$ cat src/rtl/phs_seq_pkg.sv
// Shared definitions for the MMCM fine-phase step sequencer: state encodings,
// default widths and the target clamp.
package phs_seq_pkg;

    localparam int PHS_PW        = 10;
    localparam int PHS_MAX_PHASE = 511;

    // Encodings are visible on the status readback port, so values are fixed.
    typedef enum logic [2:0] {
        ST_IDLE   = 3'd0,
        ST_W4LOCK = 3'd1,
        ST_READY  = 3'd2,
        ST_STEP   = 3'd3,
        ST_W4DONE = 3'd4,
        ST_SETTLE = 3'd5,
        ST_ERR    = 3'd6
    } seq_state_t;

    function automatic int clamp_phase(input int value, input int max_phase);
        if (value > max_phase) return max_phase;
        if (value < -max_phase) return -max_phase;
        return value;
    endfunction

endpackage

$ cat src/rtl/phs_step_timer.sv
// Loadable down-counter shared by the PS_DONE timeout and the post-step settle wait.
// Load has priority over decrement; the count holds at zero.
module phs_step_timer #(
    parameter int W = 10
) (
    input  logic         clk,
    input  logic         rst_n,
    input  logic         load,
    input  logic [W-1:0] load_value,
    input  logic         dec,
    output logic         zero
);
    logic [W-1:0] count;

    // NOTE: clocked state uses non-blocking assignments so every register samples pre-edge values.
    always_ff @(posedge clk or negedge rst_n) begin
        if (!rst_n) begin
            count <= '0;
        end else if (load) begin
            count <= load_value;
        end else if (dec && count != '0) begin
            count <= count - 1'b1;
        end
    end

    assign zero = (count == '0);

endmodule

$ cat src/rtl/phase_step_sequencer.sv
// Closed-loop MMCM fine-phase controller: issues single PSEN steps toward a clamped
// goal, waits for PS_DONE between steps, and restarts from phase 0 on every relock.
module phase_step_sequencer
    import phs_seq_pkg::*;
#(
    parameter int PW            = PHS_PW,
    parameter int MAX_PHASE     = PHS_MAX_PHASE,
    parameter int TO_CYCLES     = 1023,
    parameter int SETTLE_CYCLES = 4
) (
    input  logic                 clk,
    input  logic                 rst_n,
    input  logic                 locked,
    input  logic                 load,
    input  logic signed [PW-1:0] target,
    input  logic                 ps_done,
    output logic                 psen,
    output logic                 psincdec,
    output logic signed [PW-1:0] cur_phase,
    output logic                 busy,
    output logic                 done,
    output logic                 timeout_err,
    output logic [2:0]           seq_state
);
    localparam int TIMER_MAX = (TO_CYCLES > SETTLE_CYCLES) ? TO_CYCLES : SETTLE_CYCLES;
    localparam int TW        = $clog2(TIMER_MAX + 1);
    localparam logic [TW-1:0] TO_LOAD     = TW'(TO_CYCLES - 1);
    localparam logic [TW-1:0] SETTLE_LOAD = TW'((SETTLE_CYCLES > 0) ? SETTLE_CYCLES - 1 : 0);
    localparam logic signed [PW-1:0] ONE  = PW'(1);

    seq_state_t           state;
    logic signed [PW-1:0] goal;
    logic signed [PW-1:0] goal_next;
    logic signed [PW-1:0] target_clamped;
    logic signed [PW-1:0] cur_stepped;
    logic                 timer_load;
    logic                 timer_dec;
    logic                 timer_zero;
    logic [TW-1:0]        timer_value;

    assign target_clamped = PW'(clamp_phase(int'(target), MAX_PHASE));
    // A LOAD in the current cycle is already visible to decisions taken this cycle.
    assign goal_next      = load ? target_clamped : goal;
    assign cur_stepped    = psincdec ? cur_phase + ONE : cur_phase - ONE;
    assign seq_state      = state;

    // Timer is armed with the timeout in STEP and re-armed with the settle time on PS_DONE.
    assign timer_load  = (state == ST_STEP) || (state == ST_W4DONE && ps_done);
    assign timer_value = (state == ST_STEP) ? TO_LOAD : SETTLE_LOAD;
    assign timer_dec   = (state == ST_W4DONE) || (state == ST_SETTLE);

    phs_step_timer #(.W(TW)) u_timer (
        .clk        (clk),
        .rst_n      (rst_n),
        .load       (timer_load),
        .load_value (timer_value),
        .dec        (timer_dec),
        .zero       (timer_zero)
    );

    always_ff @(posedge clk or negedge rst_n) begin
        if (!rst_n) begin
            state       <= ST_IDLE;
            goal        <= '0;
            cur_phase   <= '0;
            psen        <= 1'b0;
            psincdec    <= 1'b0;
            busy        <= 1'b0;
            done        <= 1'b0;
            timeout_err <= 1'b0;
        end else begin
            // NOTE: pulse outputs default low each cycle; only the branches that pulse them set 1.
            psen <= 1'b0;
            done <= 1'b0;
            if (load) goal <= target_clamped;

            if (!locked && state != ST_IDLE) begin
                state       <= ST_W4LOCK;
                cur_phase   <= '0;
                psincdec    <= 1'b0;
                busy        <= 1'b0;
                timeout_err <= 1'b0;
            end else begin
                case (state)
                    ST_IDLE: state <= ST_W4LOCK;
                    ST_W4LOCK: begin
                        state <= ST_READY;
                        busy  <= (goal_next != cur_phase);
                    end
                    ST_READY: begin
                        if (goal_next != cur_phase) begin
                            state    <= ST_STEP;
                            psen     <= 1'b1;
                            psincdec <= (goal_next > cur_phase);
                            busy     <= 1'b1;
                        end else begin
                            busy <= 1'b0;
                            done <= load;
                        end
                    end
                    ST_STEP: state <= ST_W4DONE;
                    ST_W4DONE: begin
                        if (ps_done) begin
                            cur_phase <= cur_stepped;
                            psincdec  <= 1'b0;
                            done      <= (cur_stepped == goal_next);
                            if (SETTLE_CYCLES == 0) begin
                                state <= ST_READY;
                                busy  <= (goal_next != cur_stepped);
                            end else begin
                                state <= ST_SETTLE;
                            end
                        end else if (timer_zero) begin
                            state       <= ST_ERR;
                            psincdec    <= 1'b0;
                            busy        <= 1'b0;
                            timeout_err <= 1'b1;
                        end
                    end
                    ST_SETTLE: begin
                        if (timer_zero) begin
                            state <= ST_READY;
                            busy  <= (goal_next != cur_phase);
                        end
                    end
                    ST_ERR: begin
                        if (load) begin
                            state       <= ST_READY;
                            timeout_err <= 1'b0;
                            busy        <= (goal_next != cur_phase);
                        end
                    end
                    default: state <= ST_IDLE;
                endcase
            end
        end
    end

endmodule

$ cat config.mk
export PLATFORM = sky130hd
export DESIGN_NAME = phase_step_sequencer
export DESIGN_NICKNAME = d
export VERILOG_FILES = /design/src/rtl/phs_seq_pkg.sv /design/src/rtl/phs_step_timer.sv /design/src/rtl/phase_step_sequencer.sv
export SDC_FILE = /design/constraint.sdc
export NUM_CORES = 1
export LEC_CHECK = 0
export BUFFER_PORTS_ARGS = -buffer_cell sky130_fd_sc_hd__buf_2
export CAP_MARGIN = 20
export CORE_MARGIN = 10
export CORE_UTILIZATION = 45
export CTS_BUF_LIST = sky130_fd_sc_hd__clkbuf_4
export DETAILED_ROUTE_END_ITERATION = 10
export GPL_TIMING_DRIVEN = 0
export PLACE_DENSITY = 0.74
export SLEW_MARGIN = 20
export SYNTH_ARGS = -nofsm -noshare
export SYNTH_HDL_FRONTEND = slang
export SYNTH_HIERARCHICAL = 1
export SYNTH_SLANG_ARGS = --single-unit
$ cat constraint.sdc
create_clock -name clk -period 3.8 [get_ports clk]
set_input_delay 0.38 -clock clk [delete_from_list [all_inputs] [get_ports clk]]
set_output_delay 0.38 -clock clk [all_outputs]
set_load 0.05 [all_outputs]
### Word level (Yosys, flattened, before mapping)

Index checks and enable logic that the tools add are counted.

| storage, ports and cells | value |
|---|---|
| bits of input ports | 15 |
| latch bits | 0 |
| register bits | 38 |
| memories | 0 |
| memory bits (read-only) | 0 |
| output and inout bits | 18 |
| RAM bits | 0 |

| cells by class | value |
|---|---|
| divide/modulo/power cells | 0 |
| bitwise operators | 0 |
| multiplexer cells | 44 |
| shift operators | 0 |
| reductions and logical operators | 21 |
| eq/ne operators | 14 |
| magnitude comparators | 3 |
| $add $sub $neg | 3 |
| multiply operators | 0 |

Operators with widths:

| kind | number |
|---|---|
| 10-bit two-way mux | 11 |
| 1-bit two-way mux | 21 |
| 3-bit one-hot mux with 7 select lines | 1 |
| 3-bit two-way mux | 6 |
| 10-bit by 2-bit adder with 10-bit output, second input constant | 1 |
| 10-bit == test | 1 |
| 10-bit > comparator | 1 |
| 10-bit > comparator, second input constant | 1 |
| 10-bit logical NOT | 1 |
| 10-bit < comparator, second input constant | 1 |
| 10-bit != test | 1 |
| 10-bit nonzero test | 1 |
| 10-bit by 1-bit subtractor with 10-bit output, second input constant | 1 |
| 10-bit by 2-bit subtractor with 10-bit output, second input constant | 1 |
| 3-bit == test, second input constant | 3 |
| 9-bit two-way mux | 1 |
| 3-bit by 2-bit != test with 1-bit output, second input constant | 3 |
| 3-bit nonzero test | 3 |
| 4-bit AND reduction | 2 |
| 3-bit by 2-bit == test with 1-bit output, second input constant | 2 |
| 3-bit != test, second input constant | 2 |
| 1-bit one-hot mux with 2 select lines | 3 |
| 2-bit nonzero test | 3 |
| 6-bit nonzero test | 1 |
| other kinds (10) | 13 |

### Logic depth before layout (Yosys ltp)

| logic depth | value |
|---|---|
| depth after elaboration | 10 |
| depth in mapped cells | 14 |
| gate-level depth less buffers | 14 |

### Modules after synthesis

Netlist, hierarchy kept.

By module, submodules not included:

| module | instances | cells an instance | area an instance (um^2) | sequential area each (um^2) |
|---|---|---|---|---|
| phase_step_sequencer | 1 | 269 | 2,269.7 | 700.7 |
| phs_step_timer | 1 | 72 | 675.6 | 250.2 |

### Worst setup path after synthesis

Ideal clock, no wire load.

| timing | value |
|---|---|
| path type | in2reg |
| from | input port target[3] |
| to | register psincdec |
| stages on the path | 14 |
| setup time | 0.136 ns |
| buffers on the path | 0 |
| setup slack | 0.818 ns |
| required time | 3.664 ns |
| data arrival time | 2.846 ns |
| cell sequence | nor4_1 > nand2_1 > o41ai_1 > ha_1 > nand3b_1 > o21ai_2 > ha_1 > nor2b_1 > o21a_1 > o21a_1 > o211ai_1 > a21oi_1 > a2111oi_0 > o21ai_0 |

| on the way | value |
|---|---|
| word-level cells in the longest chain between the ends | 10 |
| elaborated cells on any way between the ends | 17 |
| classes of those cells | 3 x order compare; 2 x eq/ne; 11 x mux; 1 x reduce/logical |

RTL lines:

| what | RTL line | source |
|---|---|---|
| start, declared | phase_step_sequencer.sv:15 | `input logic signed [PW-1:0] target,` |
| 10-bit > comparator / 10-bit < comparator (equally long branches) | phs_seq_pkg.sv:20, phs_seq_pkg.sv:21 |  |
| 9-bit two-way mux / 1-bit two-way mux (equally long branches) | phs_seq_pkg.sv:20, phs_seq_pkg.sv:21 |  |
| 10-bit two-way mux / 1-bit two-way mux (equally long branches) | phs_seq_pkg.sv:21 | `if (value < -max_phase) return -max_phase;` |
| 10-bit two-way mux | phs_seq_pkg.sv:22 | `return value;` |
| 10-bit two-way mux * | phs_seq_pkg.sv:21 |  |
| 10-bit two-way mux * | n/a |  |
| net goal_next[1] | phase_step_sequencer.sv:33 | `logic signed [PW-1:0] goal_next;` |
| 10-bit > comparator | phase_step_sequencer.sv:94 | `psincdec <= (goal_next > cur_phase);` |
| 1-bit two-way mux | phase_step_sequencer.sv:91 | `if (goal_next != cur_phase) begin` |
| 1-bit one-hot mux with 2 select lines | phase_step_sequencer.sv:84 | `case (state)` |
| 1-bit two-way mux | phase_step_sequencer.sv:77 | `if (!locked && state != ST_IDLE) begin` |
| end signal, assigned | phase_step_sequencer.sv:94 |  |
| end, declared | phase_step_sequencer.sv:18 | `output logic psincdec,` |

The timed path passes the listed nets; every way through them passes the cells marked *. The select of a mux whose other input is x is not followed.
A chain may end at the register's enable or synchronous reset.

### Worst setup path after layout

| timing | value |
|---|---|
| from | input port target[3] |
| to | register state[0], in the netlist seq_state[0] |

| on the way | value |
|---|---|
| word-level cells in the longest chain between the ends | 9 |
| elaborated cells on any way between the ends | 13 |
| classes of those cells | 2 x order compare; 2 x eq/ne; 8 x mux; 1 x reduce/logical |

RTL lines:

| what | RTL line | source |
|---|---|---|
| 10-bit > comparator / 10-bit < comparator (equally long branches) | phs_seq_pkg.sv:20, phs_seq_pkg.sv:21 |  |
| 9-bit two-way mux / 1-bit two-way mux (equally long branches) | phs_seq_pkg.sv:20, phs_seq_pkg.sv:21 |  |
| 10-bit two-way mux / 1-bit two-way mux (equally long branches) | phs_seq_pkg.sv:21 |  |
| 10-bit two-way mux | phs_seq_pkg.sv:22 |  |
| 10-bit two-way mux * | phs_seq_pkg.sv:21 |  |
| 10-bit two-way mux * | n/a |  |
| net goal_next[7] | phase_step_sequencer.sv:33 |  |
| 10-bit != test * | phase_step_sequencer.sv:91 |  |
| 3-bit != test (no source line) * | n/a |  |
| 4-bit AND reduction (no source line) * | n/a |  |
| end signal, assigned | phase_step_sequencer.sv:87 | `state <= ST_READY;` |
| end signal, assigned | phase_step_sequencer.sv:92 | `state <= ST_STEP;` |
| end signal, assigned | phase_step_sequencer.sv:101 | `ST_STEP: state <= ST_W4DONE;` |
| end, declared | phase_step_sequencer.sv:31 | `seq_state_t state;` |

Marks and branches as above.

==> flow_metrics.py <==
metrics = {
    "outcome": {
        "outcome": "complete, no violations",
    },
    "final_layout": {
        "antenna_cells": 0,
        "fin_util": 0.513,
        "final_area_um2": 3260,
        "drive_gt1_frac": 0.152,
        "synthToLayoutAreaGrowth_pct": 10.5,
        "fill_cells": 614,
        "final_common_cell": "dfrtp_1",
        "nNetsFinal": 416,
        "final_cell_mix": "dfrtp_1, buf_2, inv_1",
        "final_cells": 458,
    },
    "yosys": {
        "seq_area_frac_synth": 0.323,
        "synth_nets": 377,
        "syn_avg_cell_area_um2": 8.64,
        "synth_top_family_by_area": "compound AO/OA/AOI/OAI gates",
        "synthDistinctLibCells": 68,
        "synthAdderAreaFrac": 0.0918,
        "synth_mux_area_frac": 0.0174,
        "ys_warn_count": 6,
        "async_flop_share": 1.00,
        "mappedNetlistArea_um2": 2950,
        "synth_edf_count": 0,
        "synth-seq-cells": 38,
        "synth_flop_cell": "dfrtp_1",
        "synth_xor_area_frac": 0.0518,
        "synth_compound_area_frac": 0.231,
        "synthesis.instances": 341,
        "synth-simple-area-share": 0.218,
    },
    "worst_setup_path": {
        "startpoint_type": "input port",
        "r2r_slack_ns": 0.91,
        "rr_endpoint": "done",
        "path_depth": 13,
        "crit_path_cell_trace": "buf_2 > nor4_1 > nand2_1 > o41ai_1 > ha_1 > nand3b_1 > o21ai_0 > ha_1 > nand4_1 > nor3_1 > nand3_1 > nand3b_1 > mux2_2",
        "critPathSlowestCell": "nor3_1",
        "cp-startpoint": "target[3]",
        "critPathKind": "input port to flop",
        "cp.required_ns": 4.04,
        "worstPathArrival_ns": 3.59,
        "crit_buf_inv": 1,
        "rr_worst_depth": 9,
        "crit_path_end": "seq_state[0]",
        "crit_fanout": 9,
        "r2r-start": "psincdec",
        "crit_path_max_incr_delay_ns": 0.63,
        "endpoint_kind": "flop",
        "worst_path_dominant_cell_family": "simple AND/OR/NAND/NOR gates",
    },
    "timing": {
        "hold_violations": 0,
        "max_freq_mhz": 299,
        "fin_skew_ns": 0.0152,
        "slew_headroom": 0.427,
        "hold_ws_ns": 0.125,
        "rsz0062_at_grt": "false",
        "period_share": 0.880,
        "finalSetupTns_ns": 0,
        "tightest_slew_ns": 0.859,
        "slew_violations": 0,
        "period_needed_ns": 3.34,
        "finalSetupViolations": 0,
    },
    "floorplanning": {
        "die_h_um": 101,
        "start_util": 0.464,
        "rows": 29,
        "die-area_um2": 10200,
        "core_um2": 6350,
        "io_pins": 33,
        "die_x_um": 101,
    },
    "pwr": {
        "leakage_nw": 1.51,
        "peakVddDrop_mv": 0.296,
        "p_per_area_nw_per_um2": 408,
    },
    "cts": {
        "clockBufferDepth": 2,
        "htreeDepth": 2,
        "post-cts-setup-buffer-count": 0,
        "cts_resized": 0,
        "cts_tree": "built",
        "path_clk_slew_ns": 0.13,
        "cts_sinks": 38,
        "numCtsBuffers": 5,
        "cts_hold_buf": 0,
        "root_buffer": "clkbuf_4",
        "clk_latency_ns": 0.35,
    },
    "routing": {
        "routed_via_density": 5.71,
        "first_pass_iters": 4,
        "detail_route.iter0.violations": 137,
        "vias": 2617,
        "drc": 0,
        "routed_wl_um": 7060,
        "wire_per_inst_um": 15.4,
        "ant_nets": 0,
    },
    "global_routing": {
        "grt_first_pass_wirelength_um": 12000,
        "grt_pass1_vias": 2543,
        "antenna_found_initial": 0,
        "grt_max_degree": 39,
        "grtUsageTotal": 0.140,
        "overflow": 0,
    },
    "job": {
        "cap_violations": 0,
    },
    "worst_hold_path": {
        "hold_path_class": "input port to asynchronous set/reset pin",
    },
    "placement": {
        "dp.cells": 450,
        "placedInstanceArea_um2": 3200,
        "dp_hpwl_um": 5440,
        "portBuffers": 32,
        "place_congestion": 0.865,
    },
}
-- layout make-up --
cell class	instances	area, um^2	share of cell area
multi-input cells	258	1800	0.552
flip-flops and latches	38	951	0.292
repair buffers	32	160	0.0492
inverters	35	131	0.0404
well taps	77	96.3	0.0296
plain buffers	10	65.1	0.0200
clock buffers	5	37.5	0.0115
clock inverters	3	16.3	0.00500
-- worst register-to-register path, delay by kind of cell, from the launching register on --
family | cells | cell delay (ns)
flip-flops | 1 | 0.55
AO/OA/AOI/OAI | 3 | 0.73
AND/OR/NAND/NOR | 3 | 0.62
multiplexers | 1 | 0.24
adder cells (fa/ha/maj) | 1 | 0.38
buffers and inverters | 1 | 0.29
-- cell families (layout without fill, tap and decap cells) --
family	count (synthesis)	count (layout)
multiplexers	5	5
AND/OR/NAND/NOR	120	120
buffers and inverters	45	85
XOR/XNOR	15	15
flip-flops	38	38
AO/OA/AOI/OAI	96	96
adder cells (fa/ha/maj)	21	21
other	1	1
-- synthesized netlist by cell type (all sizes together), types with 2 or more instances --
library cell	number	share of area
nand3	8	0.014
buf	5	0.016
xnor2	8	0.026
a221oi	2	0.0059
a211oi	4	0.012
o31a	2	0.0059
nor2b	6	0.013
a21o	5	0.013
o21a	3	0.0076
inv	35	0.045
a211o	2	0.0059
nor4	3	0.011
nand4	5	0.011
o31ai	3	0.0093
nand4b	2	0.0059
mux2i	4	0.014
nor4b	2	0.0059
nand2	28	0.036
a22o	5	0.015
o21ai	31	0.059
a22oi	2	0.0051
a21oi	16	0.030
o41ai	2	0.0059
nor2	30	0.038
o211ai	4	0.010
and3	2	0.0042
xor2	6	0.018
nand3b	9	0.023
a31oi	2	0.0042
ha	20	0.085
o311ai	2	0.0059
dfrtp	38	0.32
nor3	9	0.019
and2b	2	0.0051
nand2b	7	0.015
and2	2	0.0042
clkbuf	5	0.0064
or3	2	0.0042
-- state kept, by name, indices dropped and copies added (netlist names) --
signal         count
cur_phase         10
goal              10
u_timer/count     10
seq_state          3
busy               1
done               1
psen               1
psincdec           1
timeout_err        1
-- how the worst min path moves through the flow --
stage                      from                to  slack, ns  cells after the start
after floorplan           rst_n              busy       0.08                      0
final                     rst_n  u_timer/count[2]       0.13                      1
after global placement     busy              busy       0.52                      1
after detailed placement   busy              busy       0.52                      1
after global routing      rst_n  u_timer/count[3]       0.17                      1
after CTS                 rst_n  u_timer/count[2]       0.15                      1
-- power breakdown --
group | total [W] | switching, W | internal [W] | leakage (nW)
clock network | 0.000214 | 0.000145 | 0.0000690 | 0.0286
registers | 0.000546 | 0.0000745 | 0.000471 | 0.490
logic | 0.000568 | 0.000331 | 0.000237 | 0.995
total | 0.00133 | 0.000551 | 0.000778 | 1.51
-- per-stage QoR --
stage | total power, W | worst slack [ns]
4_1_cts | 0.00134 | 0.475
3_3_place_gp | 0.00110 | 0.155
5_1_grt | 0.00144 | 0.284
6_report | 0.00133 | 0.456
2_1_floorplan | 0.000991 | 0.818
3_5_place_dp | 0.00112 | 0.134
-- per-layer routing --
metal / part of all wire / track usage
met2: 0.52 / 0.245
met1: 0.45 / 0.172
met3: 0.031 / 0.0254
met4: 0.0068 / 0.0375
met5: 0 / 0
Note: power is estimated with default switching activity, not from simulation.
